### config.mk
export PLATFORM = sky130hd
export DESIGN_NAME = moore_seq_tx
export DESIGN_NICKNAME = d
export VERILOG_FILES = /design/src/rtl/moore_seq_tx.sv
export SDC_FILE = /design/constraint.sdc
export NUM_CORES = 1
export LEC_CHECK = 0
export ABC_AREA = 1
export BUFFER_PORTS_ARGS = -buffer_cell sky130_fd_sc_hd__buf_2
export CAP_MARGIN = 10
export CORE_MARGIN = 2
export CORE_UTILIZATION = 30
export CTS_BUF_LIST = sky130_fd_sc_hd__clkbuf_2
export DETAILED_ROUTE_END_ITERATION = 10
export PLACE_DENSITY = 0.48
export RECOVER_POWER = 100
export SLEW_MARGIN = 20
export SYNTH_ARGS = -nofsm -noshare
export SYNTH_HDL_FRONTEND = slang
export SYNTH_SLANG_ARGS = --single-unit
### constraint.sdc
create_clock -name clk -period 1.91 [get_ports clk]
set_input_delay 0.191 -clock clk [delete_from_list [all_inputs] [get_ports clk]]
set_output_delay 0.191 -clock clk [all_outputs]
set_load 0.02 [all_outputs]
### src/rtl/moore_seq_tx.sv
// ---------------------------------------------------------------------------
// moore_seq_tx
//
// Serial pattern transmitter that feeds a sequence detector. On an accepted
// start it sends `reps` frames of `pattern` (MSB first, one bit per clock).
// Consecutive frames are separated by `gap` idle bit times. Every output is a
// flop that is decoded from the current state, so no input reaches an output
// combinationally. For the same reason the outputs trail the state register
// by one clock.
//
// Parameters
//   PAT_W      pattern length in bits (2..16)
//
// Ports
//   clk        in   rising-edge clock
//   reset      in   asynchronous active-high reset
//   start      in   begin a transmission (ignored unless idle and reps != 0)
//   pattern    in   [PAT_W] bits to serialize, MSB first
//   reps       in   [4] number of frames (0 = request ignored)
//   gap        in   [2] idle bit times between frames
//   x          out  serial data bit
//   x_valid    out  x carries a pattern bit
//   busy       out  transmission in progress
//   done       out  one-cycle pulse after the last bit of the last frame
//   frame_cnt  out  [4] frames fully sent in the current/most recent run
// ---------------------------------------------------------------------------
module moore_seq_tx #(
    parameter int PAT_W = 4
) (
    input  logic             clk,
    input  logic             reset,
    input  logic             start,
    input  logic [PAT_W-1:0] pattern,
    input  logic [3:0]       reps,
    input  logic [1:0]       gap,
    output logic             x,
    output logic             x_valid,
    output logic             busy,
    output logic             done,
    output logic [3:0]       frame_cnt
);

    localparam int IDX_W = (PAT_W > 1) ? $clog2(PAT_W) : 1;
    localparam logic [IDX_W-1:0] LAST_IDX = IDX_W'(PAT_W - 1);

    typedef enum logic [1:0] {
        IDLE  = 2'd0,
        SHIFT = 2'd1,
        GAP   = 2'd2,
        DONE  = 2'd3
    } state_e;

    state_e             state_q,     state_d;
    logic [PAT_W-1:0]   pat_q,       pat_d;
    logic [1:0]         gap_q,       gap_d;
    logic [3:0]         reps_left_q, reps_left_d;
    logic [IDX_W-1:0]   bit_idx_q,   bit_idx_d;
    logic [1:0]         gap_cnt_q,   gap_cnt_d;
    logic [3:0]         frame_cnt_q, frame_cnt_d;

    logic x_q,       x_d;
    logic x_valid_q, x_valid_d;
    logic busy_q,    busy_d;
    logic done_q,    done_d;

    // -----------------------------------------------------------------------
    // State and datapath registers
    // -----------------------------------------------------------------------
    // NOTE: sequential state is updated with non-blocking assignments so every
    // flop samples the pre-edge value of its neighbours, matching hardware.
    always_ff @(posedge clk or posedge reset) begin
        if (reset) begin
            state_q     <= IDLE;
            pat_q       <= '0;
            gap_q       <= '0;
            reps_left_q <= '0;
            bit_idx_q   <= '0;
            gap_cnt_q   <= '0;
            frame_cnt_q <= '0;
            x_q         <= 1'b0;
            x_valid_q   <= 1'b0;
            busy_q      <= 1'b0;
            done_q      <= 1'b0;
        end else begin
            state_q     <= state_d;
            pat_q       <= pat_d;
            gap_q       <= gap_d;
            reps_left_q <= reps_left_d;
            bit_idx_q   <= bit_idx_d;
            gap_cnt_q   <= gap_cnt_d;
            frame_cnt_q <= frame_cnt_d;
            x_q         <= x_d;
            x_valid_q   <= x_valid_d;
            busy_q      <= busy_d;
            done_q      <= done_d;
        end
    end

    // -----------------------------------------------------------------------
    // Next-state logic
    // -----------------------------------------------------------------------
    // NOTE: every signal assigned here gets a default first; a path that left
    // one unassigned would infer a latch.
    always_comb begin
        state_d     = state_q;
        pat_d       = pat_q;
        gap_d       = gap_q;
        reps_left_d = reps_left_q;
        bit_idx_d   = bit_idx_q;
        gap_cnt_d   = gap_cnt_q;
        frame_cnt_d = frame_cnt_q;

        case (state_q)
            IDLE: begin
                // The state machine reaches IDLE one clock before the
                // registered done pulse is visible. Holding off while done_q
                // is high makes a start that arrives during the pulse ignored,
                // as seen from the pins.
                if (start && (reps != 4'd0) && !done_q) begin
                    state_d     = SHIFT;
                    pat_d       = pattern;
                    gap_d       = gap;
                    reps_left_d = reps;
                    bit_idx_d   = '0;
                    gap_cnt_d   = '0;
                    frame_cnt_d = '0;
                end
            end

            SHIFT: begin
                if (bit_idx_q == LAST_IDX) begin
                    bit_idx_d   = '0;
                    frame_cnt_d = frame_cnt_q + 4'd1;
                    reps_left_d = reps_left_q - 4'd1;
                    if (reps_left_q == 4'd1) begin
                        state_d = DONE;
                    end else if (gap_q != 2'd0) begin
                        state_d   = GAP;
                        gap_cnt_d = gap_q;
                    end else begin
                        state_d = SHIFT;   // back-to-back frame, no bubble
                    end
                end else begin
                    bit_idx_d = bit_idx_q + IDX_W'(1);
                end
            end

            GAP: begin
                gap_cnt_d = gap_cnt_q - 2'd1;
                if (gap_cnt_q == 2'd1) begin
                    state_d = SHIFT;
                end
            end

            DONE: begin
                state_d = IDLE;
            end

            default: begin
                state_d = IDLE;
            end
        endcase
    end

    // -----------------------------------------------------------------------
    // Output decode (registered in the state process above)
    // -----------------------------------------------------------------------
    always_comb begin
        x_d       = 1'b0;
        x_valid_d = 1'b0;
        busy_d    = 1'b0;
        done_d    = 1'b0;

        case (state_q)
            SHIFT: begin
                x_d       = pat_q[LAST_IDX - bit_idx_q];
                x_valid_d = 1'b1;
                busy_d    = 1'b1;
            end
            GAP: begin
                busy_d = 1'b1;
            end
            DONE: begin
                done_d = 1'b1;
            end
            default: begin
                x_d = 1'b0;
            end
        endcase
    end

    assign x         = x_q;
    assign x_valid   = x_valid_q;
    assign busy      = busy_q;
    assign done      = done_q;
    assign frame_cnt = frame_cnt_q;

endmodule
==> run metrics, run 1 <==
outcome finished clean; GRT overflow 0; share of cells above drive strength 1 under 10%; final setup fails 0; crit start category flop; CTS buffer count 3; main flop type after synthesis dfrtp_1; placed cell count 254; slew margin rel. a little over a tenth; FF-to-FF setup slack roughly 0.26 ns; RSZ-0062 raised after global routing no; DR WL/cell 10.59 um; post-placement cell area between 1500 and 2000 um^2; Area growth syn-to-layout 13.03%; hold depth 3; most common cell in the netlist nand2_1; CTS root buf clkbuf_2; Worst-Skew Late Latency 0.33 ns; Sum Neg Setup Slack 0 ns; R2R Path End frame_cnt[2]; Tightest Pin Transition ~1.3 ns; asr flop ratio synth 100.0%; CP max stage delay between 0.4 and 0.5 ns; first-pass GRT wire length 4864 um; HPWL after DPL 2062 um; Net Switching ~1100 uW; TritonCTS clock tree built; Mapped Area 1354 um^2; Final Hold Fails 0; Synth Instances roughly 180; Layout fillers 467; largest net degree at the start of global routing 25; Final Max Slew Viols 0; Clock power frac under 10%; sw frac roughly half; Register-to-Register Path Depth 8; Post-synth top cells nand2_1 (77), dfrtp_1 (24), inv_1 (22); final core occ between 30% and 40%; gpl congestion about 0.79; die height about 70 um; critical path class reg -> reg; slowest CP cell dfrtp_1; Die W 71.18 um; Worst Hold Class in -> reg; crit-path max FO 8; Initial Utilization between 30% and 40%; Final Non-Filler Cells around 260; IO Count 21; post-synth top area share between 40 and 50%; Crit. path cell count 8; cell family with most CP delay flip-flops; Avg Inst Size Synth ~7.5 um^2; via count between 1000 and 1500; remaining routing DRC violations 0; Synth area leader dfrtp_1; Max Buffers Root-to-Sink 2; sequential element share of the synthesized area 44.36%; Pre-antenna DRT Iters 4; die area between 5000 and 6000 um^2; Min-Delay Endpoint pat_q[0]; syn_nets just over 200; final setup margin 0.2581 ns; Pint 1186 uW; DR vias/cell around 4.3; # Max-Cap Violations 0; synth warn 0; clock slew at reported path FFs 0.22 ns; hold_sp pattern[0]; worst endpoint data arrival time roughly 1.9 ns; final net count 232; top cells by area, synth dfrtp_1 (44%), nand2_1 (21%), ha_1 (10%); share of power burned in combinational logic a little over half; n_diodes 0; Yosys cell types 16; post-route ant nets 0; clock sink total 24; initial antenna violation count 0; Port Buffers 20; reg2reg start state_q[1]; design area between 1500 and 2000 um^2; core area 4354 um^2; PwrDens about 1500 nW/um^2; P_leak 0.0008577 uW; critical path capture point type flop; dpl ws ~0.30 ns; Seq pwr share between 30% and 40%; H-tree levels 1; clock skew 0.006587 ns; # rows 24; vias in the first global route 1100; fmax 0.6054 GHz; post-layout min period around 1.7 ns; Peak VDD IR 0.0005003 V; Tcrit/Tclk final 86.49%; Iteration-0 DRC Markers 48; Total Routed Length ~2700 um; Post-synth EDFFs 0; Synth Register Bits 24; worst path cell trace inv_1, ha_1, inv_1, o21ai_2, inv_1, nand2_1, nand2_1, nand2_1; total track usage 12.03%; WP data required roughly 2.2 ns; crit path buf inv count 3
## cell usage in the layout, fill, tap and decap left out
cell / instances
clkbuf_1: 9
nand2_2: 1
buf_4: 2
o21ai_2: 1
ha_1: 11
nand3_1: 12
nand2_1: 78
a21oi_2: 1
clkbuf_2: 3
or2_1: 1
nand4_1: 1
buf_2: 12
nor2_1: 11
o21ai_0: 9
dfrtp_1: 24
inv_1: 22
a21oi_1: 7
dlygate4sd3_1: 1
## how the worst max path moves through the flow
| stage | startpoint | slack [ns] | endpoint |
|---|---|---|---|
| after detailed placement | state_q[1] | 0.30 | reps_left_q[3] |
| after floorplan | state_q[1] | 0.52 | gap_cnt_q[0] |
| after global routing | state_q[1] | 0.05 | reps_left_q[0] |
| after CTS | state_q[1] | 0.25 | frame_cnt[0] |
| after global placement | state_q[1] | 0.34 | gap_cnt_q[0] |
| final | state_q[1] | 0.26 | frame_cnt[2] |
## registers in the layout (all words and copies together), names as in the netlist, 2 cells and up
| signal | cells |
|---|---|
| pat_q | 4 |
| reps_left_q | 4 |
| state_q | 2 |
| frame_cnt | 4 |
| bit_idx_q | 2 |
| gap_q | 2 |
| gap_cnt_q | 2 |
## per-layer routing
metal	share of wire (%)	global-route usage (%)
met5	0	0
met4	0.62	3.774
met3	3.0	2.707
met2	45	18.93
met1	51	16.46
## stage by stage
step	hold WS [ns]	total power (uW)
CTS	0.01787	2396
finish	0.03910	2301
floorplan	0.2056	1842
global placement	0.2612	2201
detailed placement	0.2619	2190
global route	0.002496	2619
## power by group through the flow
stage | clock, uW | combinational (uW) | sequential [uW]
after global placement | 0 | 1300 | 900
after floorplan | 0 | 912 | 929
after detailed placement | 0 | 1290 | 902
final | 191 | 1220 | 891
after CTS | 207 | 1290 | 894
after global routing | 230 | 1460 | 927
## worst reg2reg max path, stage by stage, from the launching register on
cell     delay [ns]
dfrtp_1        0.47
inv_1          0.10
ha_1           0.27
inv_1          0.14
o21ai_2        0.16
inv_1          0.07
nand2_1        0.25
nand2_1        0.09
nand2_1        0.07
## cell families (layout without fill, tap and decap cells)
group	after synthesis	after routing	synth area share, %
AND/OR/NAND/NOR	104	104	31.42
adder cells (fa/ha/maj)	11	11	10.17
buffers and inverters	24	49	6.839
flip-flops	24	24	44.36
AO/OA/AOI/OAI	18	18	7.209
## layout make-up
type / instances / area (um^2) / area share (%)
multi-input combinational: 133 / 648.1 / 42.35
sequential: 24 / 600.6 / 39.25
timing repair buffer: 24 / 118.9 / 7.768
inverter: 22 / 82.58 / 5.397
tap: 52 / 65.06 / 4.252
clock buffer: 3 / 15.01 / 0.9812
## what timing repair did
item	in CTS	in global routing
hold buffers	1	0
gates resized for setup	0	0
buffers inserted	0	0
endpoints found under the hold margin	24	0
Power figures use the tool's default switching activity.
==> run 2: changes to the inputs <==
--- a/config.mk
+++ b/config.mk
@@ -8,6 +8,7 @@
 export ABC_AREA = 1
 export BUFFER_PORTS_ARGS = -buffer_cell sky130_fd_sc_hd__buf_2
 export CAP_MARGIN = 10
+export CORE_ASPECT_RATIO = 1.25
 export CORE_MARGIN = 2
 export CORE_UTILIZATION = 30
 export CTS_BUF_LIST = sky130_fd_sc_hd__clkbuf_2
==> run 2 against run 1 <==
  * Clock-buffer cell count is the same
  * Maximum frequency grew 2.7%
  * Flip-flop and latch count unchanged
  * Combinational power about the same
  * Cell count up 5.0%
  * Sequential power down 0.4%
  * Non-clock buffer count grew 6
  * Critical path depth is 1 higher
  * Die area about the same
  * Critical path type unchanged
  * Largest cell class unchanged
  * Largest power group unchanged
==> run metrics, run 2 (synthesis gave the netlist of run 1 again) <==
clock slew at reported path FFs 0.25 ns (+0.03 ns); Worst-Skew Late Latency 0.35 ns (+0.02 ns); critical path capture point type flop; # rows 27 (+13%); Tightest Pin Transition 1.285 ns (-0.05650 ns); number of buffers added for setup after CTS 0 (unchanged); first-pass GRT wire length 5154 um (+6.0%); WP data required 2.19 ns (about the same); Sum Neg Setup Slack 0 ns (unchanged); fmax 0.6217 GHz (+2.7%); Worst Hold Class in -> reg; # Max-Cap Violations 0 (unchanged); post-layout min period 1.609 ns (-0.04327 ns); gpl congestion 0.7254 (-7.9%); commonest non-fill, non-tap cells in the layout nand2_1 (78), dfrtp_1 (24), inv_1 (22), nand3_1 (12), buf_2 (12); initial antenna violation count 0 (unchanged); Area growth syn-to-layout 20.24%; DR WL/cell 10.77 um (+1.7%); hold depth 5 (+2); Register-to-Register Path Depth 9 (+1); clock sink total 24 (unchanged); Tcrit/Tclk final 84.22% (-2.3 points); core area 4358 um^2 (about the same); final net count 238 (+2.6%); GRT overflow 0 (unchanged); CTS root buf clkbuf_2; Layout fillers 470 (+0.64%); Final Hold Fails 0 (unchanged); hold_sp reps[3]; Max Buffers Root-to-Sink 2 (unchanged); Port Buffers 20 (unchanged); Peak VDD IR 0.0004588 V (-8.3%); remaining routing DRC violations 0 (unchanged); HPWL after DPL 2197 um (+6.5%); total track usage 12.91% (+0.88 points); slew margin rel. 14.34% (+3.8 points); final setup fails 0 (unchanged); crit start category flop; TritonCTS clock tree built; die height 79.11 um (+11%); Final Max Slew Viols 0 (unchanged); Die W 64.09 um (-10%); via count 1183 (+6.1%); P_leak 0.0008969 uW (+4.6%); vias in the first global route 1148 (+4.4%); post-route ant nets 0 (unchanged); Iteration-0 DRC Markers 46 (-4.2%); reg2reg start state_q[1]; final core occ 37.35% (+2.2 points); n_diodes 0 (unchanged); crit-path max FO 10 (+2); RSZ-0062 raised after global routing no; IO Count 21 (unchanged); commonest non-fill, non-tap cell in the layout nand2_1; die area 5069 um^2 (about the same); CTS buffer count 3 (unchanged); worst endpoint data arrival time 1.89 ns (-0.05 ns); Pre-antenna DRT Iters 4 (unchanged); Total Routed Length 2918 um (+6.8%); outcome finished clean; Initial Utilization 31.07% (about the same); Worst Setup SP state_q[1]; critical path class reg -> reg; clock skew 0.001313 ns (-0.005273 ns); share of cells above drive strength 1 9.859% (+0.15 points); H-tree levels 1 (unchanged); DR vias/cell 4.365 (+1.0%); largest net degree at the start of global routing 25 (unchanged); PwrDens 1527 nW/um^2 (+1.6%)
## run 2: cell count changes in the layout (fill, tap and decap cells not counted)
cell and delta:
bufinv_16 +1, dlygate4sd3_1 +6
## run 2: critical path, cell delays in order (launching register included)
cell     delay (ns)
dfrtp_1        0.46
inv_1          0.08
ha_1           0.24
buf_4          0.19
nand2_1        0.11
nand2_1        0.06
nor2_1         0.18
nand2_1        0.10
nand2_1        0.07
nand2_1        0.05
## run 2: metal layers
metal  routed length [um]  GRT usage [%]  up-vias  part of all wire (%)
met3                   92          2.266        2                   3.2
li1                     -              -      621                     -
met1                 1426          17.40      543                    49
met5                    0              0        -                     0
met2                 1380          20.73       17                    47
met4                   19          4.565        0                  0.65
## run 2: final cells by class
cell class              count  area (um^2)  share of cell area, %
multi-input cells         133        648.1                  39.82
inverters                  22        82.58                  5.073
clock buffers               3        15.01                 0.9224
flip-flops and latches     24        600.6                  36.89
clock inverters             1        30.03                  1.845
repair buffers             30        178.9                  10.99
well taps                  58        72.57                  4.458
## run 2: final timing paths
check | to | slack (ns)
worst min-delay path | reps_left_q[3] | 0.14
max in group asynchronous | state_q[1] | 0.42
worst max register to register | gap_cnt_q[1] | 0.30
worst min register to register | gap_cnt_q[1] | 0.51
worst max-delay path | gap_cnt_q[1] | 0.30
min in group asynchronous | x | 0.76
## run 2: where the power goes
part	switching (uW)	internal, uW
logic	813	438
registers	172	716
clock network	167	180
total	1150	1330
## run 2: what timing repair did
action                    in CTS  in global routing
gates resized for setup        0                  0
hold buffers                   4                  3
hold endpoints to repair      27                  3
## run 2: per-stage QoR
step / instance area [um^2] / instances / setup WS, ns / hold slack [ns] / power (uW)
after floorplan: 1354 / 181 / 0.5237 / 0.2056 / 1842
after global placement: 1539 / 260 / 0.3344 / 0.2625 / 2200
after detailed placement: 1539 / 260 / 0.3246 / 0.2589 / 2214
after CTS: 1624 / 268 / 0.2986 / 0.00004202 / 2570
after global routing: 1628 / 271 / 0.09109 / 0.1281 / 2796
final: 1628 / 271 / 0.3014 / 0.1390 / 2486
==> run 3: changes to the inputs <==
--- a/config.mk
+++ b/config.mk
@@ -5,7 +5,7 @@
 export SDC_FILE = /design/constraint.sdc
 export NUM_CORES = 1
 export LEC_CHECK = 0
-export ABC_AREA = 1
+export ABC_AREA = 0
 export BUFFER_PORTS_ARGS = -buffer_cell sky130_fd_sc_hd__buf_2
 export CAP_MARGIN = 10
 export CORE_ASPECT_RATIO = 1.25
==> constraint.sdc (replaced) <==
create_clock -name clk -period 1.6 [get_ports clk]
set_input_delay 0.16 -clock clk [delete_from_list [all_inputs] [get_ports clk]]
set_output_delay 0.16 -clock clk [all_outputs]
set_load 0.02 [all_outputs]
==> run 3 against run 2 <==
  * Clock power grew 21%
  * Sequential share of layout area down 3.4 points
  * Area after synthesis up 1.4%
  * Wire length rose by 9.4%
  * Largest power group is now registers
==> run metrics, run 3 <==
DR vias/cell 4.957 (+14%); Iteration-0 DRC Markers 51 (+11%); Tot Pwr 1084 uW (-56%); first-pass GRT wire length 5437 um (+5.5%); Post-synth top cells dfrtp_1 (24), ha_1 (11), nand2_1 (10), inv_1 (9), mux2_1 (8); Area growth syn-to-layout 30.72%; Synth area leader dfrtp_1; Tcrit/Tclk final 95.16% (+11 points); syn_nets 153 (-25%); Die W 64.50 um (+0.65%); Final Non-Filler Cells 230 (-15%); crit start category flop; Peak VDD IR 0.0002536 V (-45%); Worst Setup SP state_q[0]; Port Buffers 20 (unchanged); reg2reg start state_q[0]; total track usage 13.66% (+0.75 points); core area 4392 um^2 (+0.78%); slowest CP cell dfrtp_1; Synth Register Bits 24 (unchanged); commonest non-fill, non-tap cell in the layout dfrtp_1; post-layout min period 1.523 ns (-0.08600 ns); # Max-Cap Violations 0 (unchanged); worst endpoint data arrival time 1.79 ns (-0.10 ns); outcome finished clean; cell family with most CP delay compound AO/OA/AOI/OAI gates; critical path capture point type flop; final setup margin 0.07739 ns (-0.2240 ns); Synth Instances 129 (-29%); die area 5136 um^2 (+1.3%); Yosys cell types 39 (+23); Final Max Slew Viols 0 (unchanged); Tightest Pin Transition 0.6183 ns (-0.6666 ns); Worst Hold Class in -> reg; post-route ant nets 0 (unchanged); most common cell in the netlist dfrtp_1; clock skew 0.01777 ns (+0.01646 ns); share of cells above drive strength 1 25.58% (+16 points); PwrDens 604.2 nW/um^2 (-60%); IO Count 21 (unchanged); dpl ws -0.1033 ns (-0.4279 ns); slew margin rel. 58.78% (+44 points); Worst-Skew Late Latency 0.36 ns (about the same); placed cell count 217 (-17%); initial antenna violation count 0 (unchanged); top cells by area, synth dfrtp_1 (44%), ha_1 (10%), mux2_1 (6.6%); GRT overflow 0 (unchanged); gpl congestion 0.8108 (+12%); final setup fails 0 (unchanged); remaining routing DRC violations 0 (unchanged); # rows 27 (unchanged); hold slack 0.1371 ns (-0.001952 ns); via count 1140 (-3.6%); die height 79.63 um (+0.66%); crit path buf inv count 1 (-1); Final Hold Fails 0 (unchanged); vias in the first global route 1185 (+3.2%); HPWL after DPL 2403 um (+9.4%); Total Routed Length 3191 um (+9.4%); Post-synth EDFFs 0 (unchanged); hold_sp reps[2]; clock sink total 24 (unchanged); Mapped Area 1373 um^2 (+1.4%); RSZ-0062 raised after global routing no; DR WL/cell 13.87 um (+29%); fmax 0.6568 GHz (+5.6%); Pre-antenna DRT Iters 4 (unchanged); TritonCTS clock tree built; Avg Inst Size Synth 10.64 um^2 (+42%); main flop type after synthesis dfrtp_1; n_diodes 0 (unchanged); CTS buffer count 3 (unchanged); Max Buffers Root-to-Sink 2 (unchanged); post-synth top area share 43.76% (-0.61 points); asr flop ratio synth 100.0% (unchanged); worst path cell trace clkbuf_1, ha_4, nor2b_2, a31oi_4, a221o_1; synth warn 0 (unchanged); WP data required 1.87 ns (-0.32 ns); largest net degree at the start of global routing 25 (unchanged); critical path class reg -> reg; crit-path max FO 6 (-4); CP max stage delay 0.40 ns (-0.06 ns); sequential element share of the synthesized area 43.76% (-0.61 points); Initial Utilization 31.25% (+0.19 points); clock slew at reported path FFs 0.27 ns (+0.02 ns); H-tree levels 1 (unchanged); P_leak 0.0008412 uW (-6.2%); final net count 197 (-17%); CTS root buf clkbuf_2; commonest non-fill, non-tap cells in the layout dfrtp_1 (23), buf_4 (14), buf_2 (12), nand2_1 (10)
[run 3: cell count changes after synthesis, sizes merged, moves of 3 or more]
cell,before,now
nand3,12,4
inv,22,9
mux2i,0,3
nand2,79,10
o21ai,10,7
clkbuf,0,5
nor2,11,4
nand2b,0,6
mux2,0,8
[run 3: final timing paths]
path                       slack (ns)             end  cells after the start
max                              0.08    frame_cnt[3]                      5
min                              0.14  reps_left_q[2]                      3
max reg2reg                      0.08    frame_cnt[3]                      5
min reg2reg                      0.53        pat_q[0]                      1
max in group asynchronous        0.71    bit_idx_q[0]                      4
min in group asynchronous        0.44      state_q[0]                      4
[run 3: layout make-up]
class / count / area (um^2)
Fill cell: 456 / 2597
Multi-Input combinational cell: 91 / 759.5
Sequential cell: 24 / 601.8
Timing Repair Buffer: 44 / 281.5
Tap cell: 58 / 72.57
Inverter: 9 / 33.78
Clock inverter: 1 / 30.03
Clock buffer: 3 / 15.01
[run 3: worst reg2reg max path: cells and delay by family (launching register included)]
| kind | cells | cell delay, ns |
|---|---|---|
| compound gates | 2 | 0.45 |
| simple gates | 1 | 0.22 |
| fa+ha+maj | 1 | 0.19 |
| flops | 1 | 0.40 |
| buf+inv | 1 | 0.17 |
[run 3: per-layer routing]
layer  GRT usage, %  part of all wire, %  vias up  wire, um
met2          25.94                   55       14      1763
li1               -                    -      554         -
met4          4.468                 0.56        0        18
met3          1.693                  2.0        2        63
met1          15.62                   42      570      1345
met5              0                    0        -         0
[run 3: logic make-up (layout without fill, tap and decap cells)]
group	after synthesis	after routing	synth area share, %
flops	24	24	43.76
mux	12	12	10.39
compound gates	30	30	15.95
fa+ha+maj	11	11	10.03
simple gates	38	38	16.04
buf+inv	14	57	3.829
[run 3: power breakdown]
group          leakage (uW)  total (uW)  internal [uW]  switching [uW]
sequential         0.000296         608            608               0
clock             0.0000266         420            215             205
combinational      0.000519        55.7           27.6            28.1
total              0.000841        1080            851             233
[run 3: through the flow]
step	TNS (ns)	util [%]	instance area, um^2
floorplan	0	-	1378
global placement	-0.1101	37.38	1642
detailed placement	-0.5879	37.38	1642
CTS	0	40.46	1777
global route	0	40.85	1794
finish	0	40.85	1794
[run 3: timing repair]
action	CTS	global route
hold buffers	7	0
buffers inserted	0	2
hold endpoints to repair	30	0
pin swaps	0	2
cloned	0	0
gates resized for setup	4	8
endpoints found under the setup margin	14	9
